===== config.mk =====
export PLATFORM = sky130hd
export DESIGN_NAME = pixel_scan_ctrl
export DESIGN_NICKNAME = d
export VERILOG_FILES = /design/src/rtl/pixel_scan_pkg.sv /design/src/rtl/pixel_tick_div.sv /design/src/rtl/pixel_scan_ctrl.sv
export SDC_FILE = /design/constraint.sdc
export NUM_CORES = 1
export LEC_CHECK = 0
export CAP_MARGIN = 20
export CORE_MARGIN = 4
export CORE_UTILIZATION = 54
export CTS_BUF_LIST = sky130_fd_sc_hd__clkbuf_4
export CTS_CLUSTER_SIZE = 10
export DETAILED_ROUTE_END_ITERATION = 7
export HOLD_SLACK_MARGIN = 0.05
export PLACE_DENSITY = 0.84
export REMOVE_ABC_BUFFERS = 1
export SLEW_MARGIN = 20
export SYNTH_ARGS = -nofsm -noshare
export SYNTH_HDL_FRONTEND = slang
export SYNTH_HIERARCHICAL = 1
export SYNTH_SLANG_ARGS = --single-unit
export TNS_END_PERCENT = 20

===== constraint.sdc =====
create_clock -name clk -period 5.4 [get_ports clk]
set_input_delay 1.08 -clock clk [delete_from_list [all_inputs] [get_ports clk]]
set_output_delay 1.08 -clock clk [all_outputs]
set_load 0.01 [all_outputs]

===== src/rtl/pixel_scan_pkg.sv =====
// ----------------------------------------------------------------------------
// pixel_scan_pkg
//   Shared types and default geometry for the pixel scan sequencer.
//   - scan_state_t : sequencer state encoding (IDLE, RUN, DONE)
//   - *_DEF        : default raster size, pixel slot period and counter widths
// ----------------------------------------------------------------------------
package pixel_scan_pkg;

    typedef enum logic [1:0] {
        IDLE = 2'd0,
        RUN  = 2'd1,
        DONE = 2'd2
    } scan_state_t;

    localparam int H_PIX_DEF    = 640;
    localparam int V_PIX_DEF    = 480;
    localparam int TICK_DIV_DEF = 4;
    localparam int XW_DEF       = 10;
    localparam int YW_DEF       = 9;

endpackage


===== src/rtl/pixel_tick_div.sv =====
// ----------------------------------------------------------------------------
// pixel_tick_div
//   Modulo-TICK_DIV counter that paces pixel slots.
// Ports
//   clk   in  system clock, rising edge
//   rst   in  synchronous reset, active-high
//   en    in  advance the count by one (wraps to 0 after TICK_DIV-1)
//   clr   in  force the count to 0; wins over en
//   term  out count is at its terminal value TICK_DIV-1
// ----------------------------------------------------------------------------
module pixel_tick_div #(
    parameter int TICK_DIV = 4
) (
    input  logic clk,
    input  logic rst,
    input  logic en,
    input  logic clr,
    output logic term
);

    localparam int CW = $clog2(TICK_DIV);

    logic [CW-1:0] cnt;

    assign term = (cnt == CW'(TICK_DIV - 1));

    always_ff @(posedge clk) begin
        if (rst || clr) begin
            cnt <= '0;
        end else if (en) begin
            cnt <= term ? '0 : cnt + CW'(1);
        end
    end

endmodule


===== src/rtl/pixel_scan_ctrl.sv =====
// ----------------------------------------------------------------------------
// pixel_scan_ctrl
//   Frame scan sequencer. On start, walks an H_PIX x V_PIX raster in
//   row-major order and offers one pixel slot every TICK_DIV clocks to a
//   downstream consumer over a valid/ready handshake.
// Ports
//   clk, rst        system clock / synchronous active-high reset
//   start           begin one frame (only looked at in IDLE)
//   abort           cancel the scan from any state
//   pix_ready       downstream accepts the presented pixel
//   pix_valid       pixel slot presented; pix_x/pix_y are valid
//   pix_x, pix_y    coordinates of the presented pixel
//   line_start      presented pixel is the first of its line
//   frame_end       presented pixel is the last of the frame
//   tick_en         enable for the pixel tick generator (RUN, not stalled)
//   busy            sequencer is not IDLE
//   done            one-cycle pulse after the last pixel is accepted
// ----------------------------------------------------------------------------
module pixel_scan_ctrl
    import pixel_scan_pkg::*;
#(
    parameter int H_PIX    = H_PIX_DEF,
    parameter int V_PIX    = V_PIX_DEF,
    parameter int TICK_DIV = TICK_DIV_DEF,
    parameter int XW       = XW_DEF,
    parameter int YW       = YW_DEF
) (
    input  logic          clk,
    input  logic          rst,
    input  logic          start,
    input  logic          abort,
    input  logic          pix_ready,
    output logic          pix_valid,
    output logic [XW-1:0] pix_x,
    output logic [YW-1:0] pix_y,
    output logic          line_start,
    output logic          frame_end,
    output logic          tick_en,
    output logic          busy,
    output logic          done
);

    scan_state_t state, state_nxt;

    logic stall;
    logic accept;
    logic last_x;
    logic last_y;
    logic tick_clr;
    logic term;

    assign stall  = pix_valid & ~pix_ready;
    assign accept = pix_valid &  pix_ready;
    assign last_x = (pix_x == XW'(H_PIX - 1));
    assign last_y = (pix_y == YW'(V_PIX - 1));

    assign line_start = pix_valid & (pix_x == '0);
    assign frame_end  = pix_valid & last_x & last_y;
    assign busy       = (state != IDLE);
    assign done       = (state == DONE);
    assign tick_en    = (state == RUN) & ~stall;

    // The divider keeps counting through the accept cycle and wraps to 0 on
    // the edge that raises pix_valid, so it sits at 0 while a slot is
    // presented. That gives TICK_DIV clocks from RUN entry to the first slot
    // and TICK_DIV clocks from each accept cycle to the next slot.
    assign tick_clr = (state != RUN) | abort;

    pixel_tick_div #(
        .TICK_DIV (TICK_DIV)
    ) u_tick_div (
        .clk  (clk),
        .rst  (rst),
        .en   (tick_en),
        .clr  (tick_clr),
        .term (term)
    );

    // ------------------------------------------------------------------
    // Sequencer FSM
    // ------------------------------------------------------------------
    always_ff @(posedge clk) begin
        if (rst) begin
            state <= IDLE;
        end else begin
            state <= state_nxt;
        end
    end

    always_comb begin
        state_nxt = state;
        case (state)
            IDLE: if (start)                     state_nxt = RUN;
            RUN:  if (accept && last_x && last_y) state_nxt = DONE;
            DONE:                                state_nxt = IDLE;
            default:                             state_nxt = IDLE;
        endcase
        // abort beats start and a coincident final accept
        if (abort) state_nxt = IDLE;
    end

    // ------------------------------------------------------------------
    // Handshake register and raster counters
    // ------------------------------------------------------------------
    always_ff @(posedge clk) begin
        if (rst || abort) begin
            pix_valid <= 1'b0;
            pix_x     <= '0;
            pix_y     <= '0;
        end else if (state == RUN) begin
            if (accept) begin
                pix_valid <= 1'b0;
                if (last_x) begin
                    pix_x <= '0;
                    pix_y <= last_y ? '0 : pix_y + YW'(1);
                end else begin
                    pix_x <= pix_x + XW'(1);
                end
            end else if (!pix_valid && term) begin
                pix_valid <= 1'b1;
            end
        end else begin
            pix_valid <= 1'b0;
            pix_x     <= '0;
            pix_y     <= '0;
        end
    end

    // ------------------------------------------------------------------
    // Protocol properties
    // ------------------------------------------------------------------
    a_stall_hold: assert property (@(posedge clk) disable iff (rst)
        (pix_valid && !pix_ready && !abort && !rst)
            |=> (pix_valid && $stable(pix_x) && $stable(pix_y)));

    a_in_range: assert property (@(posedge clk) disable iff (rst)
        (int'(pix_x) < H_PIX) && (int'(pix_y) < V_PIX));

    a_done_pulse: assert property (@(posedge clk) disable iff (rst)
        done |=> !done);

endmodule


# --- Word level (Yosys, flattened, before mapping) ---
# Index checks and enable logic that the tools add are counted.
op_classes:
  n_addsub: 3
  reduce_logical: 14
  eq_ne: 8
  bitwise: 10
  muxes: 6
ops:
  columns: ["operator", "n"]
  rows:
  - ["adder 10 x 1 -> 10 bit (second input constant)", 1]
  - ["== test 10 bit (second input constant)", 1]
  - ["zero test 10 bit", 1]
  - ["2-to-1 mux 10 bit", 1]
  - ["adder 9 x 1 -> 9 bit (second input constant)", 1]
  - ["== test 9 bit (second input constant)", 1]
  - ["2-to-1 mux 9 bit", 1]
  - ["bitwise AND 1 bit", 6]
  - ["2-to-1 mux 2 bit", 3]
  - ["== test 2 bit (second input constant)", 2]
  - ["!= test 2 x 1 -> 1 bit (second input constant)", 2]
  - ["one-hot mux 2 bit (2 select lines)", 1]
  - ["AND reduction 2 bit", 2]
  - ["OR reduction 2 bit", 2]
  - ["logical AND 1 bit", 3]
  - ["NOT 1 bit", 3]
  - ["OR reduction 3 bit", 1]
  - ["adder 2 x 1 -> 2 bit (second input constant)", 1]
  - ["== test 2 x 1 -> 1 bit (second input constant)", 1]
  - ["zero test 2 bit", 1]
  - ["logical OR 1 bit", 2]
  - ["!= test 2 bit (second input constant)", 1]
  - ["nonzero test 2 bit", 1]
  - ["zero test 1 bit", 1]
  - ["OR 1 bit", 1]
totals:
  ff_bits: 24
  output_inout_bits: 25
  elab_cells: 46
  inputBits: 5

# --- Logic depth before layout (Yosys ltp) ---
depth:
  ltp_word: 5
  mapped_depth: 5
  ltp_nobuf: 5

# --- Cells and area by module ---
# Netlist, hierarchy kept.
by_module_without_submodules:
  columns: ["module", "instances", "area_per_inst_um2", "cells_per_inst"]
  rows:
  - ["pixel_scan_ctrl", 1, 1113.6, 131]
  - ["pixel_tick_div", 1, 95.1, 8]

# --- Least setup slack after synthesis ---
# Ideal clock, no wire load.
synth_timing:
  kind: "input-to-output"
  start: "input port pix_ready"
  end: "output port tick_en"
  required_ns: 4.320
  arrival_time_ns: 1.592
  cell_stages: 2
  slack_ns: 2.728
  path_cell_list: "nor2b_1 > nor3b_1"
synth_via:
  elab_chain_cells: 4
synth_lines:
  columns: ["item", "line_no", "source"]
  rows:
  - ["start, declared", "pixel_scan_ctrl.sv:32", "input logic pix_ready,"]
  - ["NOT 1 bit", "pixel_scan_ctrl.sv:52", "assign stall = pix_valid & ~pix_ready;"]
  - ["bitwise AND 1 bit", "pixel_scan_ctrl.sv:52", null]
  - ["NOT 1 bit", "pixel_scan_ctrl.sv:61", "assign tick_en = (state == RUN) & ~stall;"]
  - ["bitwise AND 1 bit", "pixel_scan_ctrl.sv:61", null]
  - ["end, declared", "pixel_scan_ctrl.sv:38", "output logic tick_en,"]
# No other way between the ends.

# --- Final worst setup path ---
# Same ends and word-level chain as after synthesis.

==> out/results.txt <==
Run status: complete, no violations
Share of the synthesized area in the top cell type: 39.75%
GR Util All Layers: 18.38%
Number of cells produced by synthesis: 139
Pleak: 0.4750 nW
Dominant combinational cell family by area after synthesis: simple AND/OR/NAND/NOR gates
Clock transition at the register clock pins on the worst setup and hold paths after CTS: 0.13 ns
Max capacitance violation total: 0
Root Driver: clkbuf_4
End of the critical path: tick_en
Switching Share: 20.84%
Setup WS post-layout: 1.517 ns
Clock power share: 28.5%
Share of the synthesized netlist area taken by xor and xnor gates: 7.246%
Horizontal die dimension: 55.31 um
Fraction of the mapped netlist area in adder cells: 4.141%
Maximum vdd ir drop: 0.09948 mV
Final critical delay including setup and external delays: 3.883 ns
Worst EP arrival: 2.80 ns
Number of H-tree levels: 1
Final number of setup-violating endpoints: 0
Class of the worst hold path: register to register
Average size of a mapped cell: 8.695 sq um
Routed wire length per instance: 13.96 um
Max Clock Skew: 0.007566 ns
Port bufs: 29
Top-level port count: 30
Post-route DRC violation count: 0
Placed Area: 1520 sq um
Antenna viol nets, final: 0
Proportion of synthesized chip area in sequential cells: 39.75%
Number of warnings reported in the yosys synthesis log: 6
Skew-Pair Late Insertion Delay: 0.30 ns
First-pass GRT wire length: 4.774 mm
Post-cts hold buffer count: 0
Mux contribution to synthesized area: 0.8282%
Setup Slack @ Placement: 1.502 ns
Final std cell area, no fill: 1543 sq um
Critical path required time: 4.32 ns
Maximum number of pins on one net before global-route repair: 13
R2R Setup Slk: 3.14 ns
Setup Total Neg Slack: 0 ns
Die height: 55.31 um
Worst Setup End Kind: primary output
Standard-cell rows: 16
Final Core Density: 75.55%
Number of distinct library cell variants in the gate-level netlist after synthesis: 39
Initial Util: 59.19%
Area of the core: 2042 sq um
Classification of the worst setup path: input pin to primary output
Sequential fraction of design power: 67.2%
Largest fanout of any net on the critical path: 8
Startpoint of the worst register-to-register path: pix_x[0]
Number of antenna violations at the first check in global routing: 0
#FFs+latches synth: 24
Achievable frequency: 257.6 MHz
Number of vias after detailed routing: 1128
Total Nets Final: 179
Final critical-path share of the clock period: 71.90%
Total inserted antenna cells: 0
Number of global-route vias before repair: 1088
Launch point of the critical path: pix_ready
Net switching power: 0.00005519 W
Share of the synthesized area in compound gates (AO/OA/AOI/OAI): 10.04%
Initial detailed-routing violation count: 26
Number of endpoints with negative hold slack in the final report: 0
Deepest clock path buffer count: 2
Post-CTS repair timing setup buffer count: 0
Overall overflow remaining after global route: 0
Fraction of final layout cells with drive strength greater than 1: 5.952%
Pwr Density: 171.7 nW/um^2
Worst slew margin relative to its limit: 44.54%
Number of vias per cell after detailed routing: 5.785
Die Area: 3059 sq um
Pint: 0.0002097 W
Synth top area cells: dfxtp_1 40%, xnor2_1 4.3%, ha_1 4.1%
Setup repair after global routing missed its margin: false
Worst slew pin tran: 0.8243 ns
Mapped Area: 1209 sq um
Number of cell instances on the worst register-to-register path: 5
Estimated wirelength of the detail-placed design: 2.093 mm
Final wirelength: 2.723 mm
Clock Sink Count: 24
Fillers: 174
Worst reg2reg endpoint: state[0]
Number of clock buffers inserted by TritonCTS: 3
Syn-to-layout area delta: 27.64%
Final RePlAce weighted congestion: 0.8103
Cell taking the most area after synthesis: dfxtp_1
Pre-antenna DRT Iters: 4
Simple-gate share of the synthesized area: 35.40%
Max-slew violation count: 0
CTS tree: done
Cells resized by post-CTS repair: 0
Logic gate share of total power: 4.3%
CP Launch Type: input pin
==> registers in the layout (all words and copies together), names as in the netlist <==
name and cells:
pix_x 10, pix_y 9, state 2, u_tick_div/cnt 2, pix_valid 1
==> kinds of logic (layout without fill, tap and decap cells) <==
group                    after synthesis  count (layout)
AO/OA/AOI/OAI                         19              19
XOR/XNOR                              10              10
adder cells (fa/ha/maj)                4               4
buffers and inverters                  8              37
flip-flops                            24              24
multiplexers                           1               1
AND/OR/NAND/NOR                       73              73
==> how the worst min path moves through the flow <==
| stage | from | endpoint | slack [ns] | depth (start not counted) |
|---|---|---|---|---|
| after floorplan | u_tick_div/cnt[0] | u_tick_div/cnt[0] | 0.48 | 2 |
| after global placement | pix_y[7] | pix_y[7] | 0.48 | 2 |
| after detailed placement | pix_y[7] | pix_y[7] | 0.50 | 2 |
| after CTS | pix_y[7] | pix_y[7] | 0.52 | 2 |
| after global routing | u_tick_div/cnt[0] | u_tick_div/cnt[0] | 0.56 | 2 |
| final | pix_y[7] | pix_y[7] | 0.51 | 2 |
==> metal layers <==
metal,track usage (%),routed length [um],vias to the layer above
met5,0,0,-
met4,4.514,14,0
met3,3.730,129,2
met2,30.57,1300,37
met1,24.25,1279,521
li1,-,-,568
==> cell usage in the layout (no fill, tap or decap), types with 2 or more instances in the layout <==
cell             Yosys  layout
nor2b_1              3       3
ha_1                 4       4
clkdlybuf4s50_1      0      29
clkbuf_4             0       3
nor4_1               5       5
nor3_1               4       4
or4_4                2       2
inv_1                5       5
xor2_1               4       4
nand3_1              9       9
dfxtp_1             24      24
o21a_1               2       2
or4_1                3       3
and4_1               2       2
and2_1               2       2
and3_1               2       2
nand3b_1             2       2
a21oi_1              7       7
nor2_1              13      13
xnor2_1              6       6
or3_1                3       3
nor4b_1              2       2
o21ai_0              4       4
nand4_1              5       5
or3b_1               2       2
nand2_1              8       8
==> cells in the mapped netlist <==
cell type	count
nor3b_1	1
o21a_1	2
nand2b_1	1
or3b_1	2
nand3_1	9
and3_1	2
or3b_2	1
or4b_2	1
nand4_1	5
clkbuf_1	2
nor4b_1	2
o21ai_0	4
or4_1	3
a21oi_1	7
nor4_1	5
nand2_1	8
a2bb2oi_1	1
a21o_1	1
xnor2_1	6
mux2i_1	1
xor2_1	4
nor2b_1	3
o31ai_1	1
and2_1	2
inv_1	5
or3_1	3
or4_4	2
and4_1	2
nand3b_1	2
buf_2	1
a31oi_1	1
nor3_1	4
ha_1	4
dfxtp_1	24
or3_2	1
a211oi_2	1
or2_2	1
nor2_1	13
o41ai_1	1
==> stage by stage <==
stage	hold WS [ns]	power, W	std cells
5_1_grt	0.5570	0.0002761	195
4_1_cts	0.5183	0.0002666	195
3_3_place_gp	0.4844	0.0001930	192
2_1_floorplan	0.4769	0.0001864	136
6_report	0.5119	0.0002649	195
3_5_place_dp	0.5032	0.0001935	192
==> worst max-delay path, cell delays in order <==
cell	delay, ns
clkdlybuf4s50_1	0.61
nor2b_1	0.10
nor3b_1	0.38
clkdlybuf4s50_1	0.62
==> layout make-up <==
cell class / count / area (sq um) / area share, %
multi-input cells: 107 / 696.9 / 45.17
repair buffers: 29 / 290.3 / 18.82
clock buffers: 3 / 22.52 / 1.460
flip-flops and latches: 24 / 480.5 / 31.14
well taps: 27 / 33.78 / 2.190
inverters: 5 / 18.77 / 1.217
==> power by group through the flow <==
stage               Combinational, W  Sequential [W]  Clock (W)
finish                     0.0000114        0.000178  0.0000755
global route               0.0000121        0.000178  0.0000857
CTS                        0.0000114        0.000178  0.0000771
detailed placement         0.0000114        0.000182          0
global placement           0.0000111        0.000182          0
floorplan                 0.00000453        0.000182          0
Note: power is estimated with default switching activity, not from simulation.
